==> config.mk <==
export PLATFORM = sky130hd
export DESIGN_NAME = cam_ext
export DESIGN_NICKNAME = d
export VERILOG_FILES = /design/src/rtl/cam_pkg.sv /design/src/rtl/cam_prio_enc.sv /design/src/rtl/cam_ext.sv
export SDC_FILE = /design/constraint.sdc
export NUM_CORES = 2
export LEC_CHECK = 0
export BUFFER_PORTS_ARGS = -buffer_cell sky130_fd_sc_hd__buf_2
export CAP_MARGIN = 20
export CORE_MARGIN = 2
export CORE_UTILIZATION = 40
export DETAILED_ROUTE_END_ITERATION = 12
export HOLD_SLACK_MARGIN = 0.12
export SLEW_MARGIN = 15
export SYNTH_ARGS = -nofsm -noshare
export SYNTH_HDL_FRONTEND = slang
export SYNTH_SLANG_ARGS = --single-unit
==> constraint.sdc <==
create_clock -name clk -period 4.16 [get_ports clk]
set_input_delay 0.416 -clock clk [delete_from_list [all_inputs] [get_ports clk]]
set_output_delay 0.416 -clock clk [all_outputs]
set_load 0.02 [all_outputs]
==> src/rtl/cam_pkg.sv <==
// Shared defaults, helper function and registered search-result type for the cam_ext CAM.
package cam_pkg;

    localparam int DATA_WIDTH_DEF = 32;
    localparam int DEPTH_LOG2_DEF = 5;

    // Upper bounds so the helper and the result struct cover any legal depth.
    localparam int MAX_ENTRIES = 1024;
    localparam int MAX_IDX_W   = 10;

    typedef struct packed {
        logic                 valid;
        logic [MAX_IDX_W-1:0] index;
        logic                 multi;
    } search_result_t;

    // Clearing the lowest set bit leaves a nonzero value only if two or more bits were set.
    function automatic logic popcount_ge2(input logic [MAX_ENTRIES-1:0] v);
        logic [MAX_ENTRIES-1:0] one;
        one    = '0;
        one[0] = 1'b1;
        return (v & (v - one)) != '0;
    endfunction

endpackage

==> src/rtl/cam_prio_enc.sv <==
// Lowest-index priority encoder with any/multi flags; purely combinational.
module cam_prio_enc
    import cam_pkg::*;
#(
    parameter int N     = 32,
    parameter int IDX_W = $clog2(N)
) (
    input  logic [N-1:0]     vec,
    output logic [IDX_W-1:0] idx,
    output logic             any,
    output logic             multi
);

    always_comb begin
        idx = '0;
        // Scan downwards so the lowest set bit is the last one to write idx.
        for (int i = N - 1; i >= 0; i--) begin
            if (vec[i]) begin
                idx = IDX_W'(i);
            end
        end
    end

    assign any   = |vec;
    assign multi = popcount_ge2(MAX_ENTRIES'(vec));

endmodule

==> src/rtl/cam_ext.sv <==
// Parametrised CAM with valid bits, invalidate, priority search and occupancy tracking.
// Optional masked search is enabled with the CAM_MASK_EN macro.
module cam_ext
    import cam_pkg::*;
#(
    parameter int DATA_WIDTH = DATA_WIDTH_DEF,
    parameter int DEPTH_LOG2 = DEPTH_LOG2_DEF
) (
    input  logic                  clk,
    input  logic                  reset_i,
    input  logic                  read_i,
    input  logic [DEPTH_LOG2-1:0] read_index_i,
    input  logic                  write_i,
    input  logic [DEPTH_LOG2-1:0] write_index_i,
    input  logic [DATA_WIDTH-1:0] write_data_i,
    input  logic                  invalidate_i,
    input  logic [DEPTH_LOG2-1:0] invalidate_index_i,
    input  logic                  search_i,
    input  logic [DATA_WIDTH-1:0] search_data_i,
`ifdef CAM_MASK_EN
    input  logic [DATA_WIDTH-1:0] search_mask_i,
`endif
    output logic                  read_valid_o,
    output logic [DATA_WIDTH-1:0] read_value_o,
    output logic                  search_valid_o,
    output logic [DEPTH_LOG2-1:0] search_index_o,
    output logic                  search_multi_o,
    output logic                  full_o,
    output logic [DEPTH_LOG2-1:0] free_index_o,
    output logic [DEPTH_LOG2:0]   count_o
);

    localparam int DEPTH = 2 ** DEPTH_LOG2;
    localparam logic [DEPTH_LOG2:0] DEPTH_CNT = (DEPTH_LOG2 + 1)'(DEPTH);

    logic [DATA_WIDTH-1:0] mem [DEPTH];
    logic [DEPTH-1:0]      valid_reg, valid_next;
    logic [DEPTH-1:0]      match_vec;
    logic [DEPTH_LOG2:0]   count_reg, count_next;
    logic [DEPTH_LOG2-1:0] free_index_reg, free_index_next;
    logic                  full_reg;
    logic                  read_valid_reg;
    logic [DATA_WIDTH-1:0] read_data_reg;
    search_result_t        search_reg, search_next;

    logic [DEPTH_LOG2-1:0] match_idx, free_idx;
    logic                  match_any, match_multi, free_any, free_multi;
    logic                  count_inc, count_dec;

    // Matching uses pre-update contents, giving read-before-write for searches.
    generate
        for (genvar gi = 0; gi < DEPTH; gi++) begin : g_match
`ifdef CAM_MASK_EN
            assign match_vec[gi] = valid_reg[gi] &&
                (((mem[gi] ^ search_data_i) & ~search_mask_i) == '0);
`else
            assign match_vec[gi] = valid_reg[gi] && (mem[gi] == search_data_i);
`endif
        end
    endgenerate

    cam_prio_enc #(.N(DEPTH), .IDX_W(DEPTH_LOG2)) u_match_enc (
        .vec   (match_vec),
        .idx   (match_idx),
        .any   (match_any),
        .multi (match_multi)
    );

    cam_prio_enc #(.N(DEPTH), .IDX_W(DEPTH_LOG2)) u_free_enc (
        .vec   (~valid_next),
        .idx   (free_idx),
        .any   (free_any),
        .multi (free_multi)
    );

    always_comb begin
        valid_next = valid_reg;
        if (invalidate_i) begin
            valid_next[invalidate_index_i] = 1'b0;
        end
        // Applied after the invalidate so a same-index write wins.
        if (write_i) begin
            valid_next[write_index_i] = 1'b1;
        end

        count_inc = write_i && !valid_reg[write_index_i];
        count_dec = invalidate_i && valid_reg[invalidate_index_i] &&
                    !(write_i && (write_index_i == invalidate_index_i));

        count_next = count_reg;
        if (count_inc && !count_dec && (count_reg != DEPTH_CNT)) begin
            count_next = count_reg + 1'b1;
        end else if (count_dec && !count_inc && (count_reg != '0)) begin
            count_next = count_reg - 1'b1;
        end

        free_index_next = free_any ? free_idx : '0;

        search_next       = '0;
        search_next.valid = search_i && match_any;
        search_next.index = (search_i && match_any) ? MAX_IDX_W'(match_idx) : '0;
        search_next.multi = search_i && match_multi;
    end

    // Data array carries no reset; reset only blocks writes.
    always_ff @(posedge clk) begin
        if (write_i && !reset_i) begin
            mem[write_index_i] <= write_data_i;
        end
        read_data_reg <= mem[read_index_i];
    end

    always_ff @(posedge clk) begin
        if (reset_i) begin
            valid_reg      <= '0;
            count_reg      <= '0;
            free_index_reg <= '0;
            full_reg       <= 1'b0;
            read_valid_reg <= 1'b0;
            search_reg     <= '0;
        end else begin
            valid_reg      <= valid_next;
            count_reg      <= count_next;
            free_index_reg <= free_index_next;
            full_reg       <= (count_next == DEPTH_CNT);
            read_valid_reg <= read_i && valid_reg[read_index_i];
            search_reg     <= search_next;
        end
    end

    assign read_valid_o   = read_valid_reg;
    assign read_value_o   = read_valid_reg ? read_data_reg : '0;
    assign search_valid_o = search_reg.valid;
    assign search_index_o = search_reg.index[DEPTH_LOG2-1:0];
    assign search_multi_o = search_reg.multi;
    assign full_o         = full_reg;
    assign free_index_o   = free_index_reg;
    assign count_o        = count_reg;

    logic unused_ok;
    assign unused_ok = free_multi ^ (|search_reg.index);

endmodule

# After elaboration in Yosys (flattened, before gate mapping)
# Memories as Yosys holds them, arrays and structs flattened. A register that Yosys moved wholly into a read port is not among the register bits.
# Index checks and enable logic that the tools add are counted.
# classes
order_cmp	5
muxes	79
bitwise	7
reduce_logical	65
n_addsub	3
n_eq_ne	35
# ops
cell	n
32-bit by 1024-bit bitwise AND with 1024-bit output	1
32-bit equality test	32
1024-bit nonzero test	1
5-bit 2-to-1 mux	32
32-bit 2-to-1 mux	3
4-bit 2-to-1 mux	16
32-bit NOT	2
32-bit OR reduction	2
1-bit logical AND	46
18-bit OR reduction	2
32-bit by 1-bit subtractor with 33-bit output, second input constant	1
32-bit bitwise AND	1
32-bit bitwise OR	1
3-bit 2-to-1 mux	8
10-bit OR reduction	2
5-bit by 6-bit < comparator with 1-bit output, second input constant	3
1-bit binary-select mux with 5-bit select	3
6-bit 2-to-1 mux	2
6-bit OR reduction	2
1-bit demux with 5-bit select	2
5-bit by 1-bit >= comparator with 1-bit output, second input constant	2
1-bit 2-to-1 mux	9
2-bit 2-to-1 mux	4
4-bit OR reduction	2
other kinds (9)	15
# word_totals
ff_bits	52
mem_bits_rw	1024
elab_cells	211
input_bits	85
mem_count	1
# memory_table
memory	depth	word_bits	read_ports	rd_clocked_by_memory_dff	wr	line	rtl
mem	32	32	33	1	1	cam_ext.sv:36	logic [DATA_WIDTH-1:0] mem [DEPTH];

# Longest topological paths before layout
# depth
depth_word	41
mapped_depth	16
depth_no_buf	12

# Cells and area by module
# From an unflattened synthesis, not the netlist that was laid out.
# hier_totals
cells_unflattened	3665
area_unflattened_um2	55823.5
# modules_own_cells
module	area_each_um2	cells_per_inst	n_inst
cam_ext	54444.7	3433	1
cam_prio_enc	689.4	116	2

# Worst setup path before layout
# Ideal clock, no wire load.
# synth_timing
kind	input -> register
from	in write_index_i[1]
to	mem mem[31][0] (netlist bit), enable pin
path_slack_ps	642
cell_stages	6
arrival_time_ps	3096
path_cell_list	clkbuf_1 clkbuf_1 nand3_1 or2_2 clkbuf_1 nor2_1
# synth_lines
element	line	rtl
start, declared	cam_ext.sv:14	input logic [DEPTH_LOG2-1:0] write_index_i,
end, declared	cam_ext.sv:36	
# No word-level cell before the write port.

==> impl_results.md <==
* Least-Margin Pin Slew at 1.25 ns
* TNS Setup at 0 ns
* EDFF count, synth at 1024
* Hold WS at 0.211 ns
* Net Count, Synth at 3670
* Final worst-path cycle share at 92.2%
* Largest delay share family, worst path: simple AND/OR/NAND/NOR gates
* Die X at 378 microns
* Flop pwr share at 46.8%
* Pin count of the biggest net entering global routing at 55
* Status: completed
* # fillers at 12123
* FP Rows at 137
* First-pass GRT wire length at 307000 microns
* Yosys reg bits at 1108
* Drt first pass iters at 5
* Max_slew headroom at 16.5%
* Via Count at 36683
* Ys async rst share at 0%
* Initial antenna violation count at 41
* Yosys cell types at 67
* Remaining Overflow, GRT at 0
* Clk Latency, worst-skew pair at 0.78 ns
* Final number of setup-violating endpoints at 0
* Crit path buffers/inverters at 0
* Ports at 137
* Worst setup path end: search_index_o[1]$_SDFF_PP0_
* Slew Limit Fails at 0
* Reg-to-Reg End: search_index_o[1]$_SDFF_PP0_
* Post-CTS Setup Bufs at 0
* Main synth FF type: edfxtp_1
* Crit path depth at 10
* TritonCTS clock tree: yes
* CTS root buf: clkbuf_16
* Final core utilization at 46.1%
* Ys Warns at 0
* Ranking of synthesized cells by area: edfxtp_1, mux4_2, xnor2_1
* Fin cells at 5815
* Cell total after placement at 5574
* Cells along the critical path: xnor2_1 > nand4_1 > nor4_1 > nand4_1 > or4_1 > nand3_1 > nor4_2 > and2_2 > a21o_1 > a2111oi_0
* RR Startpoint: mem[12][19]$_DFFE_PP_
* Fmax at 261 MHz
* Routed len/inst at 39.5 microns
* Max reg flops at 1024
* All-Layer GR Usage at 32.0%
* Die Ht at 378 microns
* DIE AREA at 143000 sq um
* Post-Route WL at 230000 microns
* Top cell type's share of synthesized area at 54.9%
* CP Launch Point: mem[12][19]$_DFFE_PP_
* Vias per cell at 6.31
* CTS Buf Count at 121
* Clk pwr share at 42.7%
* Antenna viol nets, final at 0
* Synthesized area at 56100 sq um
* Leak at 20.4 nW
* Fin. Hold Viols at 0
* CTS sink count at 1108
* Area Overhead vs Synth at 14.5%
* PwrDens at 412 nW/um^2
* Leading area contributor after synthesis: edfxtp_1
* Critical Path RT at 4.77 ns
* Starting Density at 40.2%
* Critical Path Most Common Cell: nand4_1
* Clock slew at reported path FFs at 0.06 ns
* Number of global-route vias before repair at 35098
* Kind of critical path: reg -> reg
* Drt drc at 0
* # nets final at 3911
* Mean Syn Cell Area at 15.6 sq um
* Slowest Stage Delay on Critical Path at 0.77 ns
* DR iter-0 viols at 6369
* Share of layout cells above drive strength 1 at 25.1%
* Combinational share of power at 10.5%
* Psw at 6.69 mW
* Buffers on Ports at 136
* Sequential area share after synthesis at 57.9%
* Clock Skew at 0.0538 ns
* CTS max path bufs at 3
* Core area at 139000 sq um
* R2r setup slk at 0.32 ns
* Tot Pwr at 26.5 mW
* GPL Wtd Cong at 1.01
* R2R depth at 10
* Unrepaired setup endpoints after global routing: no
* Max VDD drop at 0.000317 V
* MaxCap Viol Count at 0
* Worst setup EP type: flip-flop
* P_int at 19.8 mW
* Min Tclk post-route at 3.84 ns
* Htree depth at 3
* Worst Path Arrival at 4.45 ns
* Crit start category: flip-flop
* Sw Ratio at 25.3%
* Synth Instances at 3582
* Hold crit path type: in -> reg
* Worst path slowest cell: or4_1
* DP HPWL at 164000 microns
* Crit Path Max Fanout at 5
==> cell usage after synthesis (9+ instances only) <==
cell,instances
or3_1,9
buf_1,26
inv_1,21
buf_6,68
nor2b_1,17
mux2_2,34
clkbuf_1,82
dfxtp_1,84
edfxtp_1,1024
nand3b_1,10
and2_1,37
and3_1,13
o21a_1,18
o21ai_0,61
nor4_1,106
nand2b_1,10
xor2_1,360
buf_2,34
nor3_1,29
xnor2_1,672
buf_4,23
nand3_1,63
nand2_1,43
nand4_1,168
or4_1,13
a21oi_1,21
nor2_1,88
mux4_2,346
==> final cells by class <==
cell class	count	area, sq um	share of cell area [%]
clock inverters	86	848	1.32
multi-input cells	2214	22200	34.6
well taps	1876	2350	3.66
flip-flops and latches	1108	32400	50.5
diodes	8	20.0	0.0312
inverters	22	82.6	0.129
clock buffers	145	3250	5.07
repair buffers	356	3040	4.73
==> worst min-delay path by stage <==
stage	startpoint	cells past startpoint	end	slack, ns
2_1_floorplan	write_data_i[0]	0	mem[0][0]$_DFFE_PP_	0.51
5_1_grt	reset_i	3	valid_reg[4]$_SDFF_PP0_	0.25
3_3_place_gp	count_o[3]$_SDFF_PP0_	2	count_o[3]$_SDFF_PP0_	0.60
4_1_cts	reset_i	3	valid_reg[17]$_SDFF_PP0_	0.19
6_report	reset_i	3	count_o[4]$_SDFF_PP0_	0.21
3_5_place_dp	count_o[3]$_SDFF_PP0_	2	count_o[3]$_SDFF_PP0_	0.60
==> routing by layer <==
metal / wire, microns / track usage [%] / vias up
li1: - / - / 14222
met1: 86400 / 44.2 / 19058
met3: 32600 / 9.12 / 474
met4: 11600 / 14.4 / 32
met5: 212 / 0 / -
met2: 99100 / 46.7 / 2897
==> metrics by stage <==
stage | cell area [sq um] | worst slack [ns]
floorplan | 56100 | 0.642
global placement | 60100 | 0.169
detailed placement | 60100 | 0.0211
CTS | 64200 | 0.187
global route | 64200 | 0.140
finish | 64200 | 0.324
==> layout by cell type (no fill, tap or decap), types with 16 or more instances in the layout <==
cell          n
edfxtp_1   1024
xnor2_1     671
xor2_1      360
mux4_2      346
nand4_1     168
buf_4       166
buf_2       132
clkbuf_16   126
nor4_1      106
dfxtp_1      84
nand3_1      63
o21ai_0      61
nor2_1       56
buf_12       54
nand2_1      43
clkinv_2     38
and2_1       37
mux2_2       34
nor2_4       32
nor3_1       29
inv_1        21
a21oi_1      21
clkinv_1     19
o21a_1       18
nor2b_1      17
clkbuf_1     16
bufinv_16    16
==> worst min-delay path: stages <==
cell and delay (ns):
buf_2 0.11, buf_4 0.27, nor2_1 0.14
==> power by group through the flow <==
stage          logic (mW)  registers [mW]  clock network, mW
2_1_floorplan        1.40            12.6                  0
3_3_place_gp         2.69            12.6                  0
3_5_place_dp         2.68            12.6                  0
4_1_cts              2.70            12.4               11.3
5_1_grt              2.79            12.4               11.7
6_report             2.78            12.4               11.3
==> repair_timing <==
item | CTS | global route
setup endpoints to repair | 0 | 3
gates resized for setup | 0 | 1
hold buffers | 2 | 0
hold endpoints to repair | 2 | 0
==> cell families (layout without fill, tap and decap cells) <==
group                      count (synthesis)  after routing  share of synthesized area, %
DFF                                     1108           1108                          57.9
xor gates and xnor gates                1033           1033                          16.2
and+or+nand+nor                          637            637                          6.50
muxes                                    382            382                          14.6
buffers and inverters                    260            609                          3.01
AOI/OAI and AO/OA                        157            157                          1.76
adders and majority gates                  5              5                         0.103
other                                      0              8                             0
No activity file was read; power rests on OpenSTA's default activity.
